===== config.mk =====
export PLATFORM = sky130hd
export DESIGN_NAME = cp0_exc_unit
export DESIGN_NICKNAME = d
export VERILOG_FILES = /design/src/rtl/cp0_exc_unit.sv
export SDC_FILE = /design/constraint.sdc
export NUM_CORES = 1
export LEC_CHECK = 0
export BUFFER_PORTS_ARGS = -buffer_cell sky130_fd_sc_hd__buf_2
export CAP_MARGIN = 30
export CORE_MARGIN = 2
export CORE_UTILIZATION = 45
export CTS_BUF_LIST = sky130_fd_sc_hd__clkbuf_8
export CTS_CLUSTER_DIAMETER = 60
export DETAILED_ROUTE_END_ITERATION = 10
export GPL_ROUTABILITY_DRIVEN = 0
export GPL_TIMING_DRIVEN = 0
export PLACE_DENSITY = 0.67
export SYNTH_ARGS = -nofsm -noshare
export SYNTH_HDL_FRONTEND = slang
export SYNTH_SLANG_ARGS = --single-unit

===== constraint.sdc =====
create_clock -name clk -period 4.8 [get_ports clk]
set_input_delay 0.72 -clock clk [delete_from_list [all_inputs] [get_ports clk]]
set_output_delay 0.72 -clock clk [all_outputs]
set_load 0.05 [all_outputs]

===== src/rtl/cp0_exc_unit.sv =====
// rtl/cp0_exc_unit.sv - CP0 exception/interrupt unit: Status/Cause/EPC/BadVAddr/Count/Compare
// Exceptions are resolved in the MEM stage; register updates land on the following edge.
module cp0_exc_unit #(
   parameter int          N_IRQ    = 6,
   parameter logic [31:0] EXC_VEC  = 32'hBFC0_0380,
   parameter bit          TIMER_EN = 1'b1
) (
   input  logic             clk,
   input  logic             resetn,
   input  logic [N_IRQ-1:0] hw_irq,
   input  logic             mem_valid,
   input  logic [31:0]      mem_pc,
   input  logic             mem_bd,
   input  logic [7:0]       mem_exc,
   input  logic [31:0]      mem_daddr,
   input  logic             cp0_we,
   input  logic [4:0]       cp0_waddr,
   input  logic [31:0]      cp0_wdata,
   input  logic [4:0]       cp0_raddr,
   output logic [31:0]      cp0_rdata,
   output logic             flush,
   output logic [31:0]      flush_pc,
   output logic             irq_pending
);

   localparam logic [4:0] A_BADV   = 5'd8;
   localparam logic [4:0] A_COUNT  = 5'd9;
   localparam logic [4:0] A_COMP   = 5'd11;
   localparam logic [4:0] A_STATUS = 5'd12;
   localparam logic [4:0] A_CAUSE  = 5'd13;
   localparam logic [4:0] A_EPC    = 5'd14;

   localparam logic [4:0] EC_INT  = 5'd0;
   localparam logic [4:0] EC_ADEL = 5'd4;
   localparam logic [4:0] EC_ADES = 5'd5;
   localparam logic [4:0] EC_SYS  = 5'd8;
   localparam logic [4:0] EC_BP   = 5'd9;
   localparam logic [4:0] EC_RI   = 5'd10;
   localparam logic [4:0] EC_OV   = 5'd12;

   logic [N_IRQ-1:0] sync1_q, sync1_d, sync2_q, sync2_d;
   logic             tog_q, tog_d;
   logic [31:0]      count_q, count_d;
   logic [31:0]      compare_q, compare_d;
   logic [31:0]      epc_q, epc_d;
   logic [31:0]      badv_q, badv_d;
   logic [7:0]       im_q, im_d;
   logic             exl_q, exl_d;
   logic             ie_q, ie_d;
   logic [1:0]       ipsw_q, ipsw_d;
   logic             bd_q, bd_d;
   logic             ti_q, ti_d;
   logic [4:0]       exccode_q, exccode_d;

   logic [5:0]  hw_ip;
   logic        ti_eff;
   logic [7:0]  ip;
   logic        irq_int;
   logic        take;
   logic        is_eret;
   logic [4:0]  code;
   logic        bv_ld;
   logic [31:0] bv_val;
   logic        wr_en;
   logic        count_upd;

   // Unused hardware IP lines zero-extend to read 0.
   assign hw_ip   = 6'(sync2_q);
   assign ti_eff  = TIMER_EN & ti_q;
   assign ip      = {hw_ip[5] | ti_eff, hw_ip[4:0], ipsw_q};
   assign irq_int = ie_q & ~exl_q & (|(ip & im_q));

   always_comb begin
      take    = 1'b0;
      is_eret = 1'b0;
      code    = EC_INT;
      bv_ld   = 1'b0;
      bv_val  = mem_daddr;
      if (mem_valid) begin
         take = 1'b1;
         if (irq_int)         code = EC_INT;
         else if (mem_exc[0]) begin
            code   = EC_ADEL;
            bv_ld  = 1'b1;
            bv_val = mem_pc;
         end
         else if (mem_exc[1]) code = EC_RI;
         else if (mem_exc[2]) code = EC_OV;
         else if (mem_exc[3]) code = EC_SYS;
         else if (mem_exc[4]) code = EC_BP;
         else if (mem_exc[5]) begin
            code  = EC_ADEL;
            bv_ld = 1'b1;
         end
         else if (mem_exc[6]) begin
            code  = EC_ADES;
            bv_ld = 1'b1;
         end
         else if (mem_exc[7]) is_eret = 1'b1;
         else                 take    = 1'b0;
      end
   end

   assign flush       = resetn & take;
   assign flush_pc    = is_eret ? epc_q : EXC_VEC;
   assign irq_pending = resetn & irq_int;

   // An mtc0 colliding with a taken exception or eret is dropped.
   assign wr_en = cp0_we & ~take;

   always_comb begin
      sync1_d   = hw_irq;
      sync2_d   = sync1_q;
      tog_d     = ~tog_q;
      count_d   = count_q;
      count_upd = 1'b1;
      compare_d = compare_q;
      epc_d     = epc_q;
      badv_d    = badv_q;
      im_d      = im_q;
      exl_d     = exl_q;
      ie_d      = ie_q;
      ipsw_d    = ipsw_q;
      bd_d      = bd_q;
      ti_d      = ti_q;
      exccode_d = exccode_q;

      if (wr_en && cp0_waddr == A_COUNT) count_d = cp0_wdata;
      else if (tog_q)                     count_d = count_q + 32'd1;
      else                                count_upd = 1'b0;

      if (wr_en && cp0_waddr == A_COMP) begin
         compare_d = cp0_wdata;
         ti_d      = 1'b0;
      end else if (TIMER_EN && count_upd && count_d == compare_q) begin
         ti_d = 1'b1;
      end

      if (wr_en) begin
         case (cp0_waddr)
            A_STATUS: begin
               im_d  = cp0_wdata[15:8];
               exl_d = cp0_wdata[1];
               ie_d  = cp0_wdata[0];
            end
            A_CAUSE: ipsw_d = cp0_wdata[9:8];
            A_EPC:   epc_d  = cp0_wdata;
            default: ;
         endcase
      end

      if (take) begin
         if (is_eret) begin
            exl_d = 1'b0;
         end else begin
            exccode_d = code;
            // Nested exceptions keep the original return point.
            if (!exl_q) begin
               epc_d = mem_bd ? (mem_pc - 32'd4) : mem_pc;
               bd_d  = mem_bd;
               exl_d = 1'b1;
            end
            if (bv_ld) badv_d = bv_val;
         end
      end
   end

   always_ff @(posedge clk or negedge resetn) begin
      if (!resetn) begin
         sync1_q   <= '0;
         sync2_q   <= '0;
         tog_q     <= 1'b0;
         count_q   <= '0;
         compare_q <= '0;
         epc_q     <= '0;
         badv_q    <= '0;
         im_q      <= '0;
         exl_q     <= 1'b0;
         ie_q      <= 1'b0;
         ipsw_q    <= '0;
         bd_q      <= 1'b0;
         ti_q      <= 1'b0;
         exccode_q <= '0;
      end else begin
         sync1_q   <= sync1_d;
         sync2_q   <= sync2_d;
         tog_q     <= tog_d;
         count_q   <= count_d;
         compare_q <= compare_d;
         epc_q     <= epc_d;
         badv_q    <= badv_d;
         im_q      <= im_d;
         exl_q     <= exl_d;
         ie_q      <= ie_d;
         ipsw_q    <= ipsw_d;
         bd_q      <= bd_d;
         ti_q      <= ti_d;
         exccode_q <= exccode_d;
      end
   end

   always_comb begin
      cp0_rdata = '0;
      case (cp0_raddr)
         A_BADV:   cp0_rdata = badv_q;
         A_COUNT:  cp0_rdata = count_q;
         A_COMP:   cp0_rdata = compare_q;
         A_STATUS: cp0_rdata = {9'b0, 1'b1, 6'b0, im_q, 6'b0, exl_q, ie_q};
         A_CAUSE:  cp0_rdata = {bd_q, ti_eff, 14'b0, ip, 1'b0, exccode_q, 2'b0};
         A_EPC:    cp0_rdata = epc_q;
         default:  cp0_rdata = '0;
      endcase
   end

endmodule


==> results.md, run 1 <==
* Post-layout minimum cycle time at about 4500 ps
* Final core utilization at 0.535
* Sequential cell area fraction in the yosys report at 0.400
* Initial antenna violation count at 0
* Netlist area before placement at approximately 0.0099 mm2
* Startpoint of the worst register-to-register path: im_q[6]
* Worst setup path end: flush_pc[0]
* Root Buffer Master: sky130_fd_sc_hd__clkbuf_8
* Number of fill cells in the layout at between 2000 and 2500
* Final net count at 1431
* Via count of the first global-routing pass at between 9000 and 10000
* Total vias in the final route at 9806
* Number of DRC markers after the initial detailed-route iteration at 1240
* Hold violation count in the final report at 0
* Post-detail-place hpwl at 28800 um
* Worst Hold Class: input pin to async pin
* Setup violators final at 0
* Gr ovfl total at 0
* Critical path fanouts, max at 10
* Required time reported for the critical path endpoint at 4080 ps
* Critical path start-end classification: register to output port
* Met3 usage in global routing at 0.0668
* Number of gates given a new drive strength after cts at 0
* Die height at around 150 um
* Post-Route WL at 37300 um
* Starting density of the core at 0.457
* Count of flip-flops with a built-in enable after synthesis at 0
* Total count of max-transition violations in the final report at 0
* GRT Overall Usage at 0.316
* Kind of start point of the critical path: register
* Clock transition at the register clock pins on the worst setup and hold paths after CTS at roughly 90 ps
* Cell area power density at between 300 and 400 mW/mm2
* Worst Reg2Reg Path Length in Cells at 11
* H-Tree Depth at 4
* Maximum buffer depth of the clock tree at 2
* Worst ir drop on vdd at ~170 uV
* Data arrival time of the critical path at 3820 ps
* Post-route ant nets at 0
* Largest net degree at the start of global routing at between 100 and 150
* Fmax at about 220 MHz
* Placement Rows at 54
* Leakage power total at approximately 5.2 nW
* Pre-Repair DR Iteration Count at 7
* Met1 global-route usage at 0.437
* Met2 track demand over resource at 0.489
* Busiest metal layer after global routing: met2
* Top-Level Pins at between 150 and 200
* Count of inserted antenna diode cells at 0
* Slack of the worst reg-to-reg path at approximately 1000 ps
* CP startpoint: im_q[6]
* Normalized max-slew margin at 0.249
* First-pass GRT wire length at roughly 56000 um
* Max-cap violation count at 0
* CTS sink cnt at around 160
* #FFs+latches synth at roughly 160
* Buffers on Ports at between 150 and 200
* Cts bufs inserted at 17
* Mapped Cells at around 1100
* Remaining DRCs at 0
* Critical Path End Type: output port
* Number of distinct standard cells referenced by the synthesized netlist at 67
* Die Outline Area at 0.0233 mm2
* Final standard cell area without fillers at about 0.012 mm2
* Placeable core region at 0.0218 mm2
* Number of warnings printed during yosys synthesis at 0
* RSZ-0062 raised after global routing: no
* Actual transition at the worst max-transition pin at roughly 1100 ps
* Capture point of the worst reg-to-reg path: epc_q[9]
* Width of the die at between 150 and 200 um
* Proportion of layout cells with a drive suffix above 1 at 0.235
* Area of placed instances at approximately 0.011 mm2
* TritonCTS clock tree: done
* Clock latency on the worst-skew pair at roughly 470 ps
* WL per Instance at 23.4 um
* Routed via count divided by cell count at 6.14
* Synth-to-Final Area Change at 17.1%
* Share of the clock period used by the worst path at 0.946
* Maximum clock skew at final layout at around 13 ps
* Predominant post-synthesis flop cell: sky130_fd_sc_hd__dfrtp_1
* Status: complete, no violations
* Per-instance average area after synthesis at ~9.1 um2
* Share of synthesized flip-flops with an asynchronous set or reset at 1.00
* Synth Net Count at 1224
* Post-CTS Setup Repair Bufs at 0
* Hold-fix buffer count after cts at 0
-- worst max-delay path, cell delays in order, from the launching register on --
cell	delay [ps]
sky130_fd_sc_hd__dfrtp_1	410
sky130_fd_sc_hd__a222oi_1	440
sky130_fd_sc_hd__nand3_1	240
sky130_fd_sc_hd__o21a_1	320
sky130_fd_sc_hd__nor4_2	770
sky130_fd_sc_hd__clkbuf_1	590
sky130_fd_sc_hd__and2_1	290
sky130_fd_sc_hd__buf_2	290
-- logic make-up (layout without fill, tap and decap cells) --
kind of cell               Yosys count  count (layout)  synth area share
muxes                              107             107             0.114
DFF                                159             159             0.400
buffers and inverters               86             306            0.0404
adders and majority gates            2               2           0.00252
xor gates and xnor gates            60              60            0.0529
AOI/OAI and AO/OA                  254             254             0.165
and+or+nand+nor                    429             429             0.225
-- cell usage after synthesis, drive strengths merged, types with 24 or more instances --
library cell / number / area share
dfrtp: 159 / 0.40
nand2: 115 / 0.044
nor2: 81 / 0.031
a22oi: 70 / 0.053
a21oi: 60 / 0.030
mux2i: 60 / 0.060
o21ai: 57 / 0.029
clkbuf: 49 / 0.024
mux2: 47 / 0.053
and2: 40 / 0.025
nand3: 35 / 0.018
nor3: 35 / 0.018
xor2: 34 / 0.030
xnor2: 26 / 0.023
nand4: 24 / 0.017
-- registers in the layout, indices dropped and copies added (netlist names) --
register	flops
hw_ip	6
ipsw_q	2
count_q	32
exl_q	1
badv_q	32
im_q	8
tog_q	1
compare_q	32
exccode_q	4
ti_eff	1
sync1_q	6
epc_q	32
ie_q	1
bd_q	1
-- metrics by stage --
| stage | total power (W) | setup slack (ps) | instances | hold slack (ps) | setup TNS, ps |
|---|---|---|---|---|---|
| after floorplan | 0.00260 | 1730 | 1097 | 331 | 0 |
| after global placement | 0.00302 | -37.8 | 1563 | 333 | -55.8 |
| after detailed placement | 0.00306 | 799 | 1565 | 336 | 0 |
| after CTS | 0.00402 | 267 | 1597 | 157 | 0 |
| after global routing | 0.00425 | 107 | 1597 | 160 | 0 |
| final | 0.00405 | 260 | 1597 | 152 | 0 |
-- routing by layer --
metal  up-vias  part of all wire
met3        96             0.095
li1       4430                 -
met2       565              0.45
met5         -                 0
met1      4715              0.42
met4         0             0.035
-- cell usage in the layout, fill, tap and decap left out, types with 26 or more instances in the layout --
cell	synthesis	routed
sky130_fd_sc_hd__o21ai_0	57	57
sky130_fd_sc_hd__nor2_1	81	81
sky130_fd_sc_hd__clkbuf_1	43	43
sky130_fd_sc_hd__nand2_1	114	114
sky130_fd_sc_hd__nand3_1	34	34
sky130_fd_sc_hd__mux2_2	47	47
sky130_fd_sc_hd__a21oi_1	60	60
sky130_fd_sc_hd__dfrtp_1	159	159
sky130_fd_sc_hd__and2_1	40	40
sky130_fd_sc_hd__a22oi_1	70	70
sky130_fd_sc_hd__nor3_1	34	34
sky130_fd_sc_hd__mux2i_1	60	60
sky130_fd_sc_hd__xnor2_1	26	26
sky130_fd_sc_hd__xor2_1	34	34
sky130_fd_sc_hd__buf_2	13	199
-- power by group --
group          switching [W]  internal, W  total [W]  leakage, nW
Combinational       0.000644     0.000461    0.00111         3.11
Clock               0.000540     0.000437   0.000977        0.180
Sequential          0.000335      0.00163    0.00197         1.91
-- how the worst min path moves through the flow --
stage / from / to / slack (ps) / depth (start not counted)
6_report: resetn / sync1_q[5] / 150 / 1
5_1_grt: resetn / sync1_q[5] / 160 / 1
4_1_cts: resetn / sync1_q[5] / 160 / 1
3_5_place_dp: sync1_q[5] / hw_ip[5] / 340 / 0
3_3_place_gp: sync1_q[3] / hw_ip[3] / 330 / 0
2_1_floorplan: sync1_q[0] / hw_ip[0] / 330 / 0
-- final cells by class --
| cell class | count | area (um2) | area share |
|---|---|---|---|
| Buffer | 70 | 342 | 0.0294 |
| Clock buffer | 19 | 262 | 0.0225 |
| Clock inverter | 13 | 114 | 0.00979 |
| Inverter | 16 | 60.1 | 0.00516 |
| Multi-Input combinational cell | 852 | 5560 | 0.477 |
| Sequential cell | 159 | 3980 | 0.342 |
| Tap cell | 280 | 350 | 0.0301 |
| Timing Repair Buffer | 188 | 973 | 0.0837 |
No activity file was read; power rests on OpenSTA's default activity.
==> inputs of run 2 (changes only) <==
GPL_TIMING_DRIVEN = default   (was 0)
==> run 2 against run 1 <==
Cell count decreased by 2.8%. Utilization decreased by 0.18 points. Routed wire length decreased by 10%. Total power increased by 2.9%. Sequential power about the same. Global-route usage decreased by 2.9 points. Sequential cell count unchanged. Clock skew increased by 2.2 ps. Fmax increased by 23%. Worst hold slack got worse by 9.5 ps.
==> results.md, run 2 (synthesis gave the netlist of run 1 again) <==
* Uppermost metal layer occupied by signal nets: met4
* Fraction of power spent switching nets at 0.357
* Critical path fanouts, max at 34
* Maximum clock skew at final layout at 15.1 ps
* Gr ovfl total at 0
* Slack of the worst reg-to-reg path at between 1000 and 1500 ps
* Cell-internal power at between 0.002 and 0.003 W
* Capture point of the worst reg-to-reg path: ti_eff
* Root Buffer Master: sky130_fd_sc_hd__clkbuf_8
* CTS sink cnt at 159
* Met2 WL post-DR at around 15000 um
* Routed via count divided by cell count at 6.05
* Top-Level Pins at roughly 190
* Pre-Repair DR Iteration Count at 6
* Max-cap violation count at 0
* Die Outline Area at approximately 0.023 mm2
* Critical path start-end classification: register to output port
* Sequential cell fraction of total power at 0.477
* Largest net degree at the start of global routing at 71
* Post-CTS Setup Repair Bufs at 0
* Switching power total at 0.00149 W
* Share of the clock period used by the worst path at 0.770
* Data arrival time of the critical path at a little under 3000 ps
* GRT Overall Usage at 0.287
* Combinational fraction of design power at 0.252
* Setup WS post-layout at ~1100 ps
* Status: complete, no violations
* Hold slack final at 143 ps
* WL per Instance at 21.6 um
* Count of inserted antenna diode cells at 0
* Starting density of the core at 0.457
* Post-layout minimum cycle time at 3700 ps
* Proportion of layout cells with a drive suffix above 1 at 0.255
* Remaining DRCs at 0
* Leakage power total at approximately 5.2 nW
* Cts bufs inserted at 17
* Wire length on met1 at between 10000 and 15000 um
* Number of gates given a new drive strength after cts at 0
* Worst Hold Class: input pin to async pin
* Critical Path End Type: output port
* Pre-CTS worst setup slack at approximately 1200 ps
* Number of DRC markers after the initial detailed-route iteration at about 1000
* Most frequent cells in the layout: sky130_fd_sc_hd__buf_2, sky130_fd_sc_hd__dfrtp_1, sky130_fd_sc_hd__nand2_1
* RSZ-0062 raised after global routing: no
* Most frequent standard cell in the layout excluding fill and tap cells: sky130_fd_sc_hd__buf_2
* Longest individual stage delay on the worst path at approximately 400 ps
* Via count of the first global-routing pass at roughly 9000
* Post-route ant nets at 0
* Placeable core region at ~0.022 mm2
* Worst setup path end: flush_pc[16]
* CP cell instances: a222oi_1 > nand3_1 > o21a_1 > nor4_4 > buf_4 > and2_1 > buf_2
* Required time reported for the critical path endpoint at just over 4000 ps
* Actual transition at the worst max-transition pin at 990 ps
* Post-detail-place hpwl at 25400 um
* Clock power frac at 0.272
* Kind of start point of the critical path: register
* Total vias in the final route at between 9000 and 10000
* Hold-fix buffer count after cts at 0
* Die height at approximately 150 um
* H-Tree Depth at 4
* Buffers on Ports at 190
* Initial antenna violation count at 0
* CP max-delay cell: sky130_fd_sc_hd__dfrtp_1
* TritonCTS clock tree: done
* Setup violators final at 0
* Worst ir drop on vdd at slightly above 200 uV
* Clock latency on the worst-skew pair at approximately 470 ps
* Placement Rows at 54
* Total count of max-transition violations in the final report at 0
* First-pass GRT wire length at around 52000 um
* Post-Route WL at about 34000 um
* Cell area power density at ~360 mW/mm2
* Hold violation count in the final report at 0
* Setup_tns at 0 ps
* Routed wire length on met3 at around 2700 um
* CP startpoint: im_q[6]
* Maximum buffer depth of the clock tree at 2
* Clock transition at the register clock pins on the worst setup and hold paths after CTS at 90 ps
* Final net count at ~1400
* Normalized max-slew margin at 0.334
* Startpoint of the worst register-to-register path: im_q[6]
* Width of the die at between 150 and 200 um
* Worst Reg2Reg Path Length in Cells at 10
* Synth-to-Final Area Change at 16.7%
* Fmax at about 270 MHz
## run 2: changes by cell type in the layout (fill, tap and decap cells not counted), moves of 3 or more
cell / change
sky130_fd_sc_hd__bufinv_16: +3
sky130_fd_sc_hd__clkinvlp_4: -5
sky130_fd_sc_hd__clkbuf_1: -43
sky130_fd_sc_hd__nor2_1: -5
sky130_fd_sc_hd__buf_2: -10
sky130_fd_sc_hd__buf_1: -6
sky130_fd_sc_hd__buf_4: +22
sky130_fd_sc_hd__clkbuf_8: -5
sky130_fd_sc_hd__nor2_2: +3
## run 2: worst min-delay path by stage
stage	startpoint	to	slack, ps	cells past startpoint
2_1_floorplan	sync1_q[0]	hw_ip[0]	330	0
3_3_place_gp	sync1_q[5]	hw_ip[5]	330	0
3_5_place_dp	sync1_q[4]	hw_ip[4]	340	0
4_1_cts	resetn	badv_q[13]	140	1
5_1_grt	resetn	badv_q[13]	150	1
6_report	resetn	badv_q[13]	140	1
## run 2: layout make-up
type	instances	area, um2
multi-input combinational	852	5610
inverter	16	60.1
clock buffer	19	262
fill	2096	10200
timing repair buffer	214	1150
sequential	159	3980
clock inverter	13	185
tap	280	350
## run 2: layer usage
metal,vias up,global-route usage
met4,0,0.0851
met5,-,0
met2,452,0.446
li1,4338,-
met3,53,0.0478
met1,4557,0.415
## run 2: per-stage QoR
step / utilization / power [W] / instance area, um2 / cells
after floorplan: - / 0.00260 / 9940 / 1097
after global placement: 0.512 / 0.00301 / 11100 / 1520
after detailed placement: 0.512 / 0.00304 / 11100 / 1521
after CTS: 0.533 / 0.00415 / 11600 / 1553
after global routing: 0.533 / 0.00438 / 11600 / 1553
final: 0.533 / 0.00417 / 11600 / 1553
## run 2: worst max-delay path, delay by kind of cell, from the launching register on
kind                   cells  cell delay [ps]
buffers and inverters      2              650
and+or+nand+nor            3              690
DFF                        1              400
AOI/OAI and AO/OA          2              750
## run 2: power by group through the flow
stage                     clock network, W  logic, W  registers, W
after floorplan                          0  0.000766       0.00184
after global placement                   0   0.00102       0.00199
after detailed placement                 0   0.00104       0.00200
after CTS                          0.00114   0.00104       0.00197
after global routing               0.00119   0.00116       0.00202
final                              0.00113   0.00105       0.00199
